## src/rtl/lstm_pf_pkg.sv

```systemverilog
// rtl/lstm_pf_pkg.sv - shared fixed-point types and prefetch FSM states
// Reused by the dense layer; logits are signed Q(QN).(QM).
package lstm_pf_pkg;

   localparam int QN       = 6;
   localparam int QM       = 11;
   localparam int BITWIDTH = QN + QM + 1;

   typedef logic signed [BITWIDTH-1:0] logit_t;

   typedef enum logic [2:0] {
      IDLE,
      SCAN,
      HOLD,
      FALLBACK,
      DONE
   } pf_state_e;

endpackage

```

## src/rtl/pf_logit_mux.sv

```systemverilog
// rtl/pf_logit_mux.sv - selects one logit from the registered dense vector
// Purely combinational; the caller owns the index register.
module pf_logit_mux
   import lstm_pf_pkg::*;
#(
   parameter int N = 16
) (
   input  logic [N*BITWIDTH-1:0]  vec,
   input  logic [$clog2(N)-1:0]   idx,
   output logit_t                 logit
);

   logit_t lane [N];

   for (genvar g = 0; g < N; g++) begin : g_lane
      assign lane[g] = vec[g*BITWIDTH +: BITWIDTH];
   end

   assign logit = lane[idx];

endmodule

```

## src/rtl/prefetch_select.sv

```systemverilog
// rtl/prefetch_select.sv - serial threshold scan of dense logits into prefetch candidates
// Optional ARGMAX_FALLBACK_EN: a zero-hit vector emits its argmax as a single candidate.
module prefetch_select
   import lstm_pf_pkg::*;
#(
   parameter int FINAL_OUT_SIZE = 16,
   parameter int MAX_PF         = 4
) (
   input  logic                                 clock,
   input  logic                                 reset,
   input  logic [FINAL_OUT_SIZE*BITWIDTH-1:0]   outputVec,
   input  logic                                 data_result_Ready,
   input  logic [BITWIDTH-1:0]                  threshold,
   output logic                                 pf_valid,
   input  logic                                 pf_ready,
   output logic [$clog2(FINAL_OUT_SIZE)-1:0]    pf_index,
   output logic [BITWIDTH-1:0]                  pf_score,
   output logic                                 done,
   output logic [$clog2(MAX_PF+1)-1:0]          pf_count,
   output logic [$clog2(FINAL_OUT_SIZE)-1:0]    argmax_index,
   output logic                                 overrun
);

   localparam int IW = $clog2(FINAL_OUT_SIZE);
   localparam int CW = $clog2(MAX_PF + 1);
   localparam logic [IW-1:0] LAST_IDX = IW'(FINAL_OUT_SIZE - 1);
   localparam logic [CW-1:0] CAP      = CW'(MAX_PF);

   pf_state_e                          state_q, state_d;
   logic                               rdy_q, rdy_d;
   logic [FINAL_OUT_SIZE*BITWIDTH-1:0] vec_q, vec_d;
   logit_t                             thr_q, thr_d;
   logic [IW-1:0]                      idx_q, idx_d;
   logic [CW-1:0]                      cnt_q, cnt_d;
   logit_t                             max_q, max_d;
   logic [IW-1:0]                      argidx_q, argidx_d;
   logic                               pf_valid_q, pf_valid_d;
   logic [IW-1:0]                      pf_index_q, pf_index_d;
   logit_t                             pf_score_q, pf_score_d;
   logic                               done_q, done_d;
   logic [CW-1:0]                      pf_count_q, pf_count_d;
   logic [IW-1:0]                      argmax_q, argmax_d;
   logic                               overrun_q, overrun_d;

   logit_t cur_logit;
   logic   rise;

   pf_logit_mux #(.N(FINAL_OUT_SIZE)) u_logit_mux (
      .vec   (vec_q),
      .idx   (idx_q),
      .logit (cur_logit)
   );

   assign rise = data_result_Ready & ~rdy_q;

   always_comb begin
      state_d    = state_q;
      rdy_d      = data_result_Ready;
      vec_d      = vec_q;
      thr_d      = thr_q;
      idx_d      = idx_q;
      cnt_d      = cnt_q;
      max_d      = max_q;
      argidx_d   = argidx_q;
      pf_valid_d = pf_valid_q;
      pf_index_d = pf_index_q;
      pf_score_d = pf_score_q;
      done_d     = 1'b0;
      pf_count_d = pf_count_q;
      argmax_d   = argmax_q;
      overrun_d  = rise && (state_q != IDLE);

      case (state_q)
         IDLE: begin
            if (rise) begin
               vec_d    = outputVec;
               thr_d    = threshold;
               idx_d    = '0;
               cnt_d    = '0;
               max_d    = outputVec[BITWIDTH-1:0];
               argidx_d = '0;
               state_d  = SCAN;
            end
         end
         SCAN: begin
            // strict compare keeps the lowest index on ties
            if (cur_logit > max_q) begin
               max_d    = cur_logit;
               argidx_d = idx_q;
            end
            if (cur_logit > thr_q) begin
               pf_valid_d = 1'b1;
               pf_index_d = idx_q;
               pf_score_d = cur_logit;
               state_d    = HOLD;
            end else if (idx_q == LAST_IDX) begin
               state_d = DONE;
`ifdef ARGMAX_FALLBACK_EN
               if (cnt_q == '0) begin
                  pf_valid_d = 1'b1;
                  pf_index_d = argidx_d;
                  pf_score_d = max_d;
                  state_d    = FALLBACK;
               end
`endif
            end else begin
               idx_d = idx_q + 1'b1;
            end
         end
         HOLD: begin
            if (pf_valid_q && pf_ready) begin
               pf_valid_d = 1'b0;
               cnt_d      = cnt_q + 1'b1;
               if ((cnt_d == CAP) || (idx_q == LAST_IDX)) begin
                  state_d = DONE;
               end else begin
                  idx_d   = idx_q + 1'b1;
                  state_d = SCAN;
               end
            end
         end
`ifdef ARGMAX_FALLBACK_EN
         FALLBACK: begin
            if (pf_valid_q && pf_ready) begin
               pf_valid_d = 1'b0;
               cnt_d      = CW'(1);
               state_d    = DONE;
            end
         end
`endif
         DONE: begin
            done_d     = 1'b1;
            pf_count_d = cnt_q;
            argmax_d   = argidx_q;
            state_d    = IDLE;
         end
         default: state_d = IDLE;
      endcase
   end

   always_ff @(posedge clock or posedge reset) begin
      if (reset) begin
         state_q    <= IDLE;
         rdy_q      <= 1'b0;
         vec_q      <= '0;
         thr_q      <= '0;
         idx_q      <= '0;
         cnt_q      <= '0;
         max_q      <= '0;
         argidx_q   <= '0;
         pf_valid_q <= 1'b0;
         pf_index_q <= '0;
         pf_score_q <= '0;
         done_q     <= 1'b0;
         pf_count_q <= '0;
         argmax_q   <= '0;
         overrun_q  <= 1'b0;
      end else begin
         state_q    <= state_d;
         rdy_q      <= rdy_d;
         vec_q      <= vec_d;
         thr_q      <= thr_d;
         idx_q      <= idx_d;
         cnt_q      <= cnt_d;
         max_q      <= max_d;
         argidx_q   <= argidx_d;
         pf_valid_q <= pf_valid_d;
         pf_index_q <= pf_index_d;
         pf_score_q <= pf_score_d;
         done_q     <= done_d;
         pf_count_q <= pf_count_d;
         argmax_q   <= argmax_d;
         overrun_q  <= overrun_d;
      end
   end

   assign pf_valid     = pf_valid_q;
   assign pf_index     = pf_index_q;
   assign pf_score     = pf_score_q;
   assign done         = done_q;
   assign pf_count     = pf_count_q;
   assign argmax_index = argmax_q;
   assign overrun      = overrun_q;

endmodule

```

## config.mk

```make
export PLATFORM = sky130hd
export DESIGN_NAME = prefetch_select
export DESIGN_NICKNAME = d
export VERILOG_FILES = /design/src/rtl/lstm_pf_pkg.sv /design/src/rtl/pf_logit_mux.sv /design/src/rtl/prefetch_select.sv
export SDC_FILE = /design/constraint.sdc
export NUM_CORES = 1
export LEC_CHECK = 0
export BUFFER_PORTS_ARGS = -buffer_cell sky130_fd_sc_hd__clkbuf_2
export CAP_MARGIN = 20
export CELL_PAD_IN_SITES_DETAIL_PLACEMENT = 0
export CELL_PAD_IN_SITES_GLOBAL_PLACEMENT = 1
export CORE_MARGIN = 1.5
export CORE_UTILIZATION = 28
export DETAILED_ROUTE_END_ITERATION = 6
export PLACE_DENSITY_LB_ADDON = 0.1
export SLEW_MARGIN = 10
export SYNTH_ARGS = -nofsm -noshare
export SYNTH_HDL_FRONTEND = slang
export SYNTH_SLANG_ARGS = --single-unit
```

## constraint.sdc

```tcl
create_clock -name clock -period 20.7 [get_ports clock]
set_clock_uncertainty 0.2 [all_clocks]
set_input_delay 2.07 -clock clock [delete_from_list [all_inputs] [get_ports clock]]
set_output_delay 2.07 -clock clock [all_outputs]
set_load 0.05 [all_outputs]
```

### Word-level counts from Yosys, hierarchy flattened

Cells that the tools add are included.

| storage, ports and cells | value |
|---|---|
| register bits | 371 |
| output and inout port bits | 32 |
| word-level logic and storage cells | 79 |

| operators by class | value |
|---|---|
| add/subtract/negate cells | 2 |
| order comparisons | 3 |
| eq/ne operators | 13 |
| muxes and demuxes | 27 |
| bitwise gates (word level) | 3 |
| reduce and logical (&&, ||, !) cells | 16 |

Operators with widths:

| cell | number |
|---|---|
| binary-select mux 18 bit (select 4 bit) | 1 |
| two-way mux 18 bit | 4 |
| > comparator 18 bit | 2 |
| one-hot mux 18 bit (2 select lines) | 1 |
| two-way mux 4 bit | 6 |
| two-way mux 3 bit | 7 |
| != test 2 bit (second input constant) | 7 |
| one-hot mux 4 bit (3 select lines) | 1 |
| AND reduction 3 bit | 4 |
| one-hot mux 3 bit (3 select lines) | 1 |
| one-hot mux 4 bit (2 select lines) | 1 |
| equality test 3 bit (second input constant) | 2 |
| one-hot mux 3 bit (2 select lines) | 1 |
| AND reduction 6 bit | 1 |
| nonzero test 2 bit | 3 |
| nonzero test 3 bit | 2 |
| >= comparator 5 bit (second input constant) | 1 |
| inverter 4 -> 5 bit | 1 |
| adder 4 x 1 -> 4 bit (second input constant) | 1 |
| equality test 4 bit (second input constant) | 1 |
| AND reduction 2 bit | 2 |
| adder 3 x 1 -> 3 bit (second input constant) | 1 |
| equality test 3 x 1 -> 1 bit (second input constant) | 1 |
| equality test 3 x 2 -> 1 bit (second input constant) | 1 |
| 8 further kinds | 11 |

### Logic depth before layout (Yosys ltp)

| logic depth | value |
|---|---|
| word-level depth | 7 |
| gate-level depth with buffers | 14 |

### Hierarchy

A second synthesis with hierarchy kept.

| unflattened totals | value |
|---|---|
| cell total of the unflattened synthesis | 1764 |
| area total of the unflattened synthesis | 17404.2 µm² |

By module, submodules not included:

| module | times used | cells an instance | area each (µm²) |
|---|---|---|---|
| prefetch_select | 1 | 1611 | 15199.6 |
| pf_logit_mux | 1 | 153 | 2204.6 |

### Worst setup path before layout

No wires, ideal clock.

| timing path | value |
|---|---|
| kind | reg-to-reg |
| start point | register idx_q[1] |
| end point | register pf_score_q[0], in the netlist pf_score[0] |
| library setup time | 0.125 ns |
| data arrival time | 3.693 ns |
| required time | 20.375 ns |
| setup slack | 16.682 ns |
| stages on the path, launching flop included | 14 |
| buffers on the path | 4 |
| clock period less this slack | 4.018 ns |
| cell sequence | dfrtp_1 -> buf_2 -> buf_1 -> mux4_2 -> mux4_2 -> ha_1 -> nand4_1 -> nor4_1 -> o31ai_1 -> a31oi_1 -> and2_1 -> buf_4 -> buf_6 -> mux2_2 |

| on the way | value |
|---|---|
| cells in the longest elaborated chain, start to end | 6 |

RTL lines:

| element | line | text |
|---|---|---|
| from (decl) | prefetch_select.sv:33 | `logic [IW-1:0] idx_q, idx_d;` |
| from (signal assigned) | prefetch_select.sv:163 | `idx_q <= idx_d;` |
| inverter 4 -> 5 bit (not written as such) | pf_logit_mux.sv:19 | `assign logit = lane[idx];` |
| binary-select mux 18 bit (select 4 bit) | pf_logit_mux.sv:19 |  |
| two-way mux 18 bit (not written as such) (2 in series) | pf_logit_mux.sv:19 |  |
| net cur_logit[17] | prefetch_select.sv:45 | `logit_t cur_logit;` |
| > comparator 18 bit | prefetch_select.sv:91 | `if (cur_logit > thr_q) begin` |
| AND reduction 2 bit (no source line) | - |  |
| to (signal assigned) | prefetch_select.sv:169 | `pf_score_q <= pf_score_d;` |
| to (decl) | prefetch_select.sv:39 | `logit_t pf_score_q, pf_score_d;` |

The timed path passes the listed nets, and every way through them passes these cells. The select of a mux whose other input is x is not followed.
A chain may end at the register's enable or synchronous reset.

### Final worst setup path

Same ends and word-level chain as after synthesis.

==> impl_metrics.toml <==
[status]
status = "finished clean"

[power_and_ir_drop]
power_leakage_nw = 11.0
switchingPower_mw = 1.43
swShare_pct = 39.0
clockPowerShare_pct = 24.0
combPwrFrac_pct = 39.2
pwr-share-seq_pct = 36.8
p_int_mw = 2.24
ir_worst_vdd_mv = 0.0674
powerDensity_nw_per_um2 = 173

[route]
firstDrtPassIters = 5
drc = 0
vias = 13300
drtIter0Drc = 918
routed_wirelength_mm = 61.8
routed_via_density = 4.64
wl_per_cell_microns = 21.7
route.antenna.remaining_nets = 0

[synth]
syn-instance-count = 1730
postSynthAreaPerCell_sq_um = 9.90
yosysWarnings = 0
synth_area_sq_um = 17100
synth-seq-cells = 371
synth.distinct_cells = 43
yosysSeqAreaShare_pct = 54.2
syn_nets = 2079

[sta]
hold_slack_ps = 270
maxSlewViolCount = 0
fin_ws_ps = 15420
max_freq_mhz = 189
rsz0062_at_grt = "false"
finalSetupViolations = 0
hold_viol = 0
slew_headroom_pct = 34.2
final.min_clock_period_ps = 5280
max_slew.worst_pin.slew_ps = 987
tns_ps = 0
finalCritPeriodShare_pct = 25.5

[critical_path]
end_kind = "register"
path_cells = "buf_4 -> mux4_2 -> mux4_2 -> ha_1 -> nand4_1 -> nor4_1 -> o31ai_1 -> a31oi_1 -> and2_1 -> buf_4 -> mux2_2"
worstPathArrival_ps = 5520
crit_cells = 11
rrSetupSlack_ps = 15420
critPathKind = "reg -> reg"
r2r-start = "idx_q[1]"
r2r_end = "pf_score[0]"
crit_family = "multiplexers"
crit_path_start = "idx_q[1]"
required_ps = 20940
crit_buf_inv = 2
slowest_delay_ps = 870
cp-start-kind = "register"
worstSetupEndpoint = "pf_score[0]"
path_max_fanout = 42
critPathSlowestCell = "dfrtp_4"
worst-r2r-cell-count = 11

[grt]
grt.total_usage_pct = 19.9
antenna_found_initial = 3
grt_first_pass_wirelength_mm = 91.8
grt_max_degree = 173
grt_pass1_vias = 14200
grt-ovfl-total = 0

[cells_and_area]
drive_above_1_share_pct = 27.1
seqCellArea_sq_um = 9290
final_util_pct = 35.1
final_common_cell = "nand2_1"
area_growth_pct = 24.0
finish.instance_area_sq_um = 21200
nets = 2383
layout_common_cells = "nand2_1, dfrtp_1, clkbuf_2"
fill_cells = 6158
multi_input_area_sq_um = 7220

[cts]
cts-buffers-inserted = 46
clk_latency_ps = 580
htree_levels = 2
clockBufferDepth = 3
tritoncts = "done"
hold_buffers = 0
path_clk_slew_ps = 60
ctsResizeCount = 0
post_cts_buffers = 0
cts.sink_count = 371
cts-root-buf = "clkbuf_16"

[floorplanning]
num_rows = 90
io_pins = 342
core_area_sq_um = 60500
start_util_pct = 28.3
die_w_microns = 250
die_area_sq_um = 62700
dieHeight_microns = 250

[placed_design]
dp_slack_ps = 15400
io_buffers = 341
dpl_cell_area_sq_um = 19500
gp_congestion = 0.823
dp_hpwl_mm = 45.9

[run]
cap_violations = 0

[worst_hold_path]
hold_class = "reg -> reg"
power groups by stage:
stage	clock network, mW	registers [mW]	logic, mW
2_1_floorplan	0	1.28	1.01
3_3_place_gp	0	1.37	1.43
3_5_place_dp	0	1.36	1.45
4_1_cts	0.905	1.35	1.46
5_1_grt	0.933	1.38	1.61
6_report	0.882	1.35	1.44
kinds of logic after synthesis:
family / after synthesis / synth area share, %
compound gates: 86 / 3.26
fa+ha+maj: 39 / 2.85
buf+inv: 150 / 3.83
flops: 371 / 54.2
mux: 122 / 14.4
simple gates: 962 / 21.5
cells in the mapped netlist, drive strengths merged:
library cell | n | area [sq um]
and2 | 1 | 6.26
nand2 | 917 | 3440
nor3b | 2 | 20.0
nand3 | 10 | 50.1
o21a | 1 | 7.51
a31oi | 2 | 12.5
a211oi | 1 | 7.51
ha | 39 | 488
o31ai | 3 | 22.5
o21ai | 26 | 130
clkbuf | 82 | 308
nor2 | 12 | 45.0
nor2b | 3 | 18.8
a22o | 2 | 17.5
a21oi | 18 | 90.1
nor3 | 4 | 20.0
o21bai | 1 | 7.51
nand2b | 4 | 25.0
buf | 21 | 171
a31o | 1 | 8.76
nand4 | 7 | 43.8
a2bb2oi | 1 | 8.76
a2111oi | 1 | 8.76
o221ai | 18 | 158
mux2 | 31 | 413
o211a | 1 | 10.0
nor4 | 1 | 6.26
mux4 | 90 | 2040
inv | 47 | 176
nand3b | 1 | 7.51
mux2i | 1 | 10.0
dfrtp | 371 | 9280
o22ai | 4 | 25.0
a21o | 6 | 45.0
worst min-delay path by stage:
stage,start,to,depth (start not counted)
after floorplan,vec_q[104],vec_q[104],2
after global placement,vec_q[57],vec_q[57],2
after detailed placement,vec_q[110],vec_q[110],2
after CTS,vec_q[110],vec_q[110],2
after global routing,vec_q[79],vec_q[79],2
final,vec_q[110],vec_q[110],2
registers in the layout, summed over array words and instances, names as in the netlist, 3 cells and up:
name          count
argidx_q          4
argmax_index      4
cnt_q             3
idx_q             4
max_q            18
pf_count          3
pf_index          4
pf_score         18
state_q           3
thr_q            18
vec_q           288
cell type report:
cell class                      count  share of cell area, %
Clock inverter                     24                   1.58
Tap cell                          782                   4.61
Sequential cell                   371                   43.7
Timing Repair Buffer              359                   8.90
Inverter                           47                  0.866
Antenna cell                        2                 0.0236
Clock buffer                       60                   6.28
Multi-Input combinational cell   1209                   34.0
worst register-to-register path: stages (launching register included):
cell     delay [ps]
dfrtp_4         870
buf_4           650
mux4_2          410
mux4_2          580
ha_1            350
nand4_1         150
nor4_1          440
o31ai_1         140
a31oi_1         410
and2_1          190
buf_4           390
mux2_2          400
per-layer routing:
| metal | vias to the layer above | global-route usage, % | routed length (microns) |
|---|---|---|---|
| met4 | 0 | 6.75 | 1840 |
| met3 | 86 | 2.87 | 2740 |
| met2 | 336 | 32.3 | 29500 |
| met1 | 6571 | 27.2 | 27700 |
| li1 | 6257 | - | - |
| met5 | - | 0 | 0 |
metrics by stage:
step	total power [mW]	instances
final	3.67	2854
after floorplan	2.29	1730
after CTS	3.72	2850
after global placement	2.79	2766
after global routing	3.93	2854
after detailed placement	2.81	2766
Note: power is estimated with default switching activity, not from simulation.
